`config.mk`:
```
export PLATFORM = sky130hd
export DESIGN_NAME = mem_copy_sequencer
export DESIGN_NICKNAME = d
export VERILOG_FILES = /design/src/rtl/mem_copy_sequencer.sv
export SDC_FILE = /design/constraint.sdc
export NUM_CORES = 1
export LEC_CHECK = 0
export ABC_AREA = 1
export CAP_MARGIN = 0
export CELL_PAD_IN_SITES_DETAIL_PLACEMENT = 0
export CELL_PAD_IN_SITES_GLOBAL_PLACEMENT = 1
export CORE_ASPECT_RATIO = 0.6
export CORE_MARGIN = 2
export CORE_UTILIZATION = 46
export DETAILED_ROUTE_END_ITERATION = 10
export DONT_BUFFER_PORTS = 1
export PLACE_DENSITY_LB_ADDON = 0.1
export SYNTH_ARGS = -nofsm -noshare
export SYNTH_HDL_FRONTEND = slang
export SYNTH_SLANG_ARGS = --single-unit
```
`constraint.sdc`:
```
create_clock -name clk -period 6.2 [get_ports clk]
set_input_delay 1.24 -clock clk [delete_from_list [all_inputs] [get_ports clk]]
set_output_delay 1.24 -clock clk [all_outputs]
set_load 0.01 [all_outputs]
```
`src/rtl/mem_copy_sequencer.sv`:
```
// rtl/mem_copy_sequencer.sv - sequences an Avalon-MM read/write master pair to copy an SDRAM block
// Optional: define MEM_COPY_CHECKSUM_EN to add a running additive checksum of the copied words.
module mem_copy_sequencer #(
   parameter int ADDRESSWIDTH = 28,
   parameter int DATAWIDTH    = 32
) (
   input  logic                    clk,
   input  logic                    reset_n,
   input  logic                    start,
   input  logic [ADDRESSWIDTH-1:0] src_base,
   input  logic [ADDRESSWIDTH-1:0] dst_base,
   input  logic [ADDRESSWIDTH-1:0] length,
   output logic                    busy,
   output logic                    done,
   output logic [ADDRESSWIDTH-1:0] words_moved,
   output logic                    rd_fixed_location,
   output logic [ADDRESSWIDTH-1:0] rd_base,
   output logic [ADDRESSWIDTH-1:0] rd_length,
   output logic                    rd_go,
   input  logic                    rd_done,
   output logic                    rd_buffer,
   input  logic [DATAWIDTH-1:0]    rd_data,
   input  logic                    rd_data_available,
   output logic                    wr_fixed_location,
   output logic [ADDRESSWIDTH-1:0] wr_base,
   output logic [ADDRESSWIDTH-1:0] wr_length,
   output logic                    wr_go,
   input  logic                    wr_done,
   output logic                    wr_buffer,
   output logic [DATAWIDTH-1:0]    wr_data,
`ifdef MEM_COPY_CHECKSUM_EN
   output logic [DATAWIDTH-1:0]    checksum,
`endif
   input  logic                    wr_buffer_full
);

   localparam int BYTES = DATAWIDTH / 8;
   localparam int SHIFT = (BYTES > 1) ? $clog2(BYTES) : 0;
   localparam logic [ADDRESSWIDTH-1:0] ONE = 1;

   typedef enum logic [2:0] {
      S_IDLE,
      S_LAUNCH,
      S_STREAM,
      S_DRAIN,
      S_FINISH
   } state_t;

   state_t                  state_q;
   logic                    busy_q;
   logic                    done_q;
   logic                    rd_go_q;
   logic                    wr_go_q;
   logic                    rd_seen_q;
   logic                    wr_seen_q;
   logic [ADDRESSWIDTH-1:0] words_q;
   logic [ADDRESSWIDTH-1:0] len_words_q;
   logic [ADDRESSWIDTH-1:0] rd_base_q;
   logic [ADDRESSWIDTH-1:0] wr_base_q;
   logic [ADDRESSWIDTH-1:0] len_words_d;
   logic [ADDRESSWIDTH-1:0] words_d;
   logic                    xfer;
   logic                    masters_done;
`ifdef MEM_COPY_CHECKSUM_EN
   logic [DATAWIDTH-1:0]    checksum_q;
   assign checksum = checksum_q;
`endif

   assign len_words_d = length >> SHIFT;
   assign words_d     = words_q + ONE;
   assign xfer        = (state_q == S_STREAM) & rd_data_available & ~wr_buffer_full
                        & (words_q < len_words_q);
   // A master done seen in this very cycle counts, so done trails the later one by one cycle.
   assign masters_done = (rd_seen_q | rd_done) & (wr_seen_q | wr_done);

   assign rd_buffer         = xfer;
   assign wr_buffer         = xfer;
   assign wr_data           = (state_q == S_STREAM) ? rd_data : '0;
   assign rd_fixed_location = 1'b0;
   assign wr_fixed_location = 1'b0;
   assign busy              = busy_q;
   assign done              = done_q;
   assign rd_go             = rd_go_q;
   assign wr_go             = wr_go_q;
   assign words_moved       = words_q;
   assign rd_base           = rd_base_q;
   assign wr_base           = wr_base_q;
   assign rd_length         = len_words_q << SHIFT;
   assign wr_length         = len_words_q << SHIFT;

   always_ff @(posedge clk) begin
      if (!reset_n) begin
         state_q     <= S_IDLE;
         busy_q      <= 1'b0;
         done_q      <= 1'b0;
         rd_go_q     <= 1'b0;
         wr_go_q     <= 1'b0;
         rd_seen_q   <= 1'b0;
         wr_seen_q   <= 1'b0;
         words_q     <= '0;
         len_words_q <= '0;
         rd_base_q   <= '0;
         wr_base_q   <= '0;
`ifdef MEM_COPY_CHECKSUM_EN
         checksum_q  <= '0;
`endif
      end else begin
         rd_go_q <= 1'b0;
         wr_go_q <= 1'b0;
         done_q  <= 1'b0;
         // Either master may finish before streaming does, so remember it.
         if (state_q != S_IDLE) begin
            if (rd_done) rd_seen_q <= 1'b1;
            if (wr_done) wr_seen_q <= 1'b1;
         end
         if (xfer) begin
            words_q <= words_d;
`ifdef MEM_COPY_CHECKSUM_EN
            checksum_q <= checksum_q + rd_data;
`endif
         end
         case (state_q)
            S_IDLE: begin
               if (start) begin
                  rd_base_q   <= src_base;
                  wr_base_q   <= dst_base;
                  len_words_q <= len_words_d;
                  words_q     <= '0;
                  busy_q      <= 1'b1;
`ifdef MEM_COPY_CHECKSUM_EN
                  checksum_q  <= '0;
`endif
                  state_q     <= (len_words_d == '0) ? S_FINISH : S_LAUNCH;
               end
            end
            S_LAUNCH: begin
               rd_go_q   <= 1'b1;
               wr_go_q   <= 1'b1;
               rd_seen_q <= 1'b0;
               wr_seen_q <= 1'b0;
               state_q   <= S_STREAM;
            end
            S_STREAM: begin
               if (xfer && (words_d == len_words_q)) state_q <= S_DRAIN;
            end
            S_DRAIN: begin
               if (masters_done) begin
                  done_q  <= 1'b1;
                  busy_q  <= 1'b0;
                  state_q <= S_IDLE;
               end
            end
            S_FINISH: begin
               done_q  <= 1'b1;
               busy_q  <= 1'b0;
               state_q <= S_IDLE;
            end
            default: state_q <= S_IDLE;
         endcase
      end
   end

endmodule

```
## Yosys cells after proc, flatten, opt, wreduce, memory -nomap -nowiden

Cells that the tools add are included.

- Flip-flop bits (word level): 118
- Bits of input ports: 123
- Output and inout port bits: 180

- Bitwise operators: 8
- Reduce and logical (&&, ||, !) cells: 11
- Multiplexer cells: 15
- Magnitude comparators: 1
- Equality and inequality tests: 8
- Add/sub/neg operators: 1

Operator list:

| cell | number |
|---|---|
| $mux W28 | 3 |
| $mux W32 | 1 |
| $add A28 B1 Y28 const B | 1 |
| $eq A28 B26 Y1 | 1 |
| $logic_not A28 Y1 | 1 |
| $lt A28 B26 Y1 | 1 |
| $mux W3 | 4 |
| $pmux W3 S4 | 1 |
| $eq A3 B2 Y1 const B | 2 |
| $reduce_and A2 Y1 | 3 |
| $reduce_and A3 Y1 | 2 |
| $reduce_bool A3 Y1 | 2 |
| $and A1 B1 Y1 | 4 |
| $mux W1 | 4 |
| $ne A2 B2 Y1 const B | 2 |
| $eq A3 B1 Y1 const B | 1 |
| $eq A3 B3 Y1 const B | 1 |
| $logic_not A3 Y1 | 1 |
| $pmux W1 S3 | 1 |
| $ne A2 B1 Y1 const B | 1 |
| $not A1 Y1 | 2 |
| $or A1 B1 Y1 | 2 |
| $pmux W1 S2 | 1 |
| $reduce_or A2 Y1 | 1 |
| $logic_and A1 B1 Y1 | 1 |

## Logic depth before layout (Yosys ltp)

- Depth in word-level cells: 7
- Depth in mapped cells: 17

## Worst setup path before layout

No wires, ideal clock.

- Path kind: input port to output port
- Start: input rd_data_available
- End: output wr_buffer
- Arrival: 2.451 ns
- Path slack: 2.509 ns
- Path buffers: 2
- Stages: 6
- Cells stage by stage: inv_1 nor4_1 nand3_1 a21oi_1 clkbuf_1 buf_4

- Longest elaborated chain between the ends: 3

RTL lines:

| element | RTL line | RTL |
|---|---|---|
| start, declared | 23 | `input logic rd_data_available,` |
| $and A1 B1 Y1 (2 in a row) | 71 | `assign xfer = (state_q == S_STREAM) & rd_data_available & ~wr_buffer_full` |
| $and A1 B1 Y1 | 72 | `& (words_q < len_words_q);` |
| end, declared | 29 | `output logic wr_buffer,` |

Every way passes these cells.

## Final worst setup path

- Start: register len_words_q[1]
- End: output wr_buffer

- Longest elaborated chain between the ends: 2

RTL lines:

| element | RTL line | RTL |
|---|---|---|
| start, declared | 57 | `logic [ADDRESSWIDTH-1:0] len_words_q;` |
| start signal, assigned | 127 | `len_words_q <= len_words_d;` |
| $lt A28 B26 Y1 | 72 |  |
| $and A1 B1 Y1 | 72 |  |

Every way passes these cells.

==> reports/qor.csv <==
metric,value,unit
layout-drive-gt1-share,0.0614,
fp-row-count,34,
htree_levels,4,
post_synth_inst_count,1030,
grt_start_max_net_pins,110,
detailedPlace.worstSlack,2.34,ns
fin_cells,1192,
synth.ff_latch_count,118,
actual_slew_at_the_worst_max_slew_pin,1.11,ns
place.port_buffers,0,
hold_buffer_count_at_cts,0,
drv.max_cap_violation_count,0,
io_pins,303,
synth-warning-count,0,
post-place-cells,1160,
grt_pass1_vias,5803,
routed_wire_length_per_instance,18.5,µm
wl,22100,µm
start_kind,flop,
grt_util_all_layers,0.278,
synthFlopType,sky130_fd_sc_hd__dfxtp_1,
crit_fanout,16,
worst_ep_required_time,4.96,ns
slew_violations,0,
cts.repair_timing.setup_buffer_count,0,
synth-edff-count,0,
drt_drc_violations_left,0,
p_leak,3.08,nW
critical_path_buf_inv_count,1,
nNetsFinal,1131,
maximum_buffer_depth_of_the_clock_tree,2,
mappedNetlistArea,6730,µm²
slew_headroom,0.261,
tritoncts,done,
number_of_vias_after_detailed_routing,6361,
critical-path-slowest-cell,sky130_fd_sc_hd__a21oi_4,
crit_path_dat,2.76,ns
crit_chain,inv_1 -> ha_1 -> a21oi_1 -> o21ai_0 -> nand2_1 -> nand3_1 -> nand2_1 -> nand2_1 -> a21oi_4,
die-height,97.7,µm
first_pass_iters,5,
ys_async_sr_fraction,0,
period_needed,4.00,ns
cts_inserted_buffers,17,
critPathMaxStageDelay,0.58,ns
cpLargestDelayFamily,compound AO/OA/AOI/OAI gates,
n_fill_cell,1506,
timing.final.setup_violations,0,
fin_setup_tns,0,ns
n_antenna_cell,0,
die_x,160,µm
crit_path_frequent_cell,sky130_fd_sc_hd__nand2_1,
ys_top_cells_by_area,"sky130_fd_sc_hd__dfxtp_1 (35%), sky130_fd_sc_hd__nand2_1 (13%), sky130_fd_sc_hd__a21oi_1 (9.1%)",
power.density,387,nW/µm²
cts.sinks,118,
timing.final.ws_setup,2.20,ns
floorplan.initialDensity,0.468,
postCtsResizedCells,0,
grt_pass1_wl,33700,µm
via_to_cell_ratio,5.34,
hpwl,16300,µm
path_class,flop to primary output,
routabilityCongestion,0.909,
outcome,completed,
ctsRootBufferMaster,sky130_fd_sc_hd__clkbuf_16,
initial_antenna_violation_count,0,
grt_setup_unrepaired,false,
synth.yosys.seq_area_share,0.351,
synthesis.area_per_instance,6.53,µm²
detail_route.iter0.violations,513,
ir_drop,162,µV
detail-route-antenna-nets,0,
critPathCaptureType,primary output,
syn2layout_area_growth,7.38,%
netlist.area_leader.share,0.351,
synth.distinct_cells,35,
cts.clk_slew.worst_paths,0.06,ns
die_area,15600,µm²
postLayoutCoreUtil,0.503,
global_route.overflow_total,0,
min_path_type,flop to flop,
synth_top_cell_by_area,sky130_fd_sc_hd__dfxtp_1,
core_region_area,14400,µm²
final_hold_violations,0,
period_share,0.645,
clock.fmax,0.250,GHz
clkLatencyLatePin,0.41,ns
finalClockSkew,0.0116,ns
[cells in the final DEF (no fill, tap or decap), drive strengths merged]
| master | Yosys | routed |
|---|---|---|
| nor3 | 8 | 8 |
| inv | 123 | 130 |
| xnor3 | 1 | 1 |
| or2 | 2 | 2 |
| a31oi | 3 | 3 |
| o211ai | 1 | 1 |
| nand4 | 10 | 10 |
| o21bai | 3 | 3 |
| xor2 | 1 | 1 |
| nand3b | 2 | 2 |
| nor4 | 8 | 8 |
| and2 | 2 | 2 |
| a21oi | 122 | 122 |
| nor2 | 97 | 97 |
| and3 | 1 | 1 |
| nand3 | 118 | 118 |
| clkinv | 1 | 4 |
| ha | 27 | 27 |
| nand2 | 247 | 247 |
| o21ai | 50 | 50 |
| conb | 1 | 6 |
| clkinvlp | 0 | 3 |
| dfxtp | 118 | 118 |
| bufinv | 0 | 2 |
| nor2b | 1 | 1 |
| a211oi | 6 | 6 |
| buf | 40 | 3 |
| o21a | 1 | 1 |
| clkbuf | 36 | 17 |
[worst min-delay path, delay by kind of cell, from the launching register on]
family	cells	cell delay, ns
flip-flops	1	0.29
buffers and inverters	1	0.06
AO/OA/AOI/OAI	1	0.06
[state kept, by name, indices dropped and copies added, names as in the netlist]
name and flops:
words_moved 28, state_q 3, wr_base 28, rd_base 28, wr_go 1, rd_seen_q 1, done 1, len_words_q 26
busy 1, wr_seen_q 1
[cell families (layout without fill, tap and decap cells)]
logic type,Yosys count,after routing,synth area share
buffers and inverters,200,159,0.131
DFF,118,118,0.351
and+or+nand+nor,496,496,0.320
adders and majority gates,27,27,0.0502
AOI/OAI and AO/OA,186,186,0.143
other,1,6,0.000557
xor gates and xnor gates,2,2,0.00465
[cells in the mapped netlist (2+ instances only)]
cell type and n:
sky130_fd_sc_hd__a211oi_1 6, sky130_fd_sc_hd__a21oi_1 122, sky130_fd_sc_hd__a31oi_1 3, sky130_fd_sc_hd__and2_1 2, sky130_fd_sc_hd__buf_1 4, sky130_fd_sc_hd__buf_2 2
sky130_fd_sc_hd__buf_4 34, sky130_fd_sc_hd__clkbuf_1 36, sky130_fd_sc_hd__dfxtp_1 118, sky130_fd_sc_hd__ha_1 27, sky130_fd_sc_hd__inv_1 121, sky130_fd_sc_hd__inv_2 2
sky130_fd_sc_hd__nand2_1 240, sky130_fd_sc_hd__nand2_2 7, sky130_fd_sc_hd__nand3_1 118, sky130_fd_sc_hd__nand3b_1 2, sky130_fd_sc_hd__nand4_1 10, sky130_fd_sc_hd__nor2_1 86
sky130_fd_sc_hd__nor2_2 8, sky130_fd_sc_hd__nor2_4 3, sky130_fd_sc_hd__nor3_1 7, sky130_fd_sc_hd__nor4_1 8, sky130_fd_sc_hd__o21ai_0 50, sky130_fd_sc_hd__o21bai_1 3
[worst paths after layout]
| path | start | endpoint | slack (ns) | depth (start not counted) |
|---|---|---|---|---|
| worst max-delay path | len_words_q[1] | wr_buffer | 2.20 | 9 |
| worst max register to register | state_q[0] | words_moved[22] | 2.57 | 9 |
| worst min-delay path | rd_seen_q | rd_seen_q | 0.45 | 2 |
| worst min register to register | rd_seen_q | rd_seen_q | 0.45 | 2 |
[cell type report]
type	instances	area, µm²	share of cell area
clock buffers	17	425	0.0589
clock inverters	15	171	0.0237
inverters	124	465	0.0644
multi-input cells	717	3530	0.489
flip-flops and latches	118	2360	0.327
well taps	198	248	0.0343
repair buffers	3	22.5	0.00312
[metrics by stage]
stage / power [mW] / instance area, µm² / hold slack [ns]
floorplan: 1.66 / 6750 / 0.432
global placement: 1.81 / 6630 / 0.453
detailed placement: 1.81 / 6630 / 0.447
CTS: 2.82 / 7230 / 0.456
global route: 2.98 / 7230 / 0.474
finish: 2.80 / 7230 / 0.454
[per-layer routing]
layer  up-vias  wire length, µm  GRT usage
li1       3225                -          -
met5         -                0          0
met4         0              232     0.0693
met3        15             1970     0.0743
met1      2864            10400      0.399
met2       257             9420      0.414
[power breakdown]
part | switching [mW] | internal, mW
clock | 0.401 | 0.603
sequential | 0.210 | 0.880
combinational | 0.497 | 0.208
No activity file was read; power rests on OpenSTA's default activity.
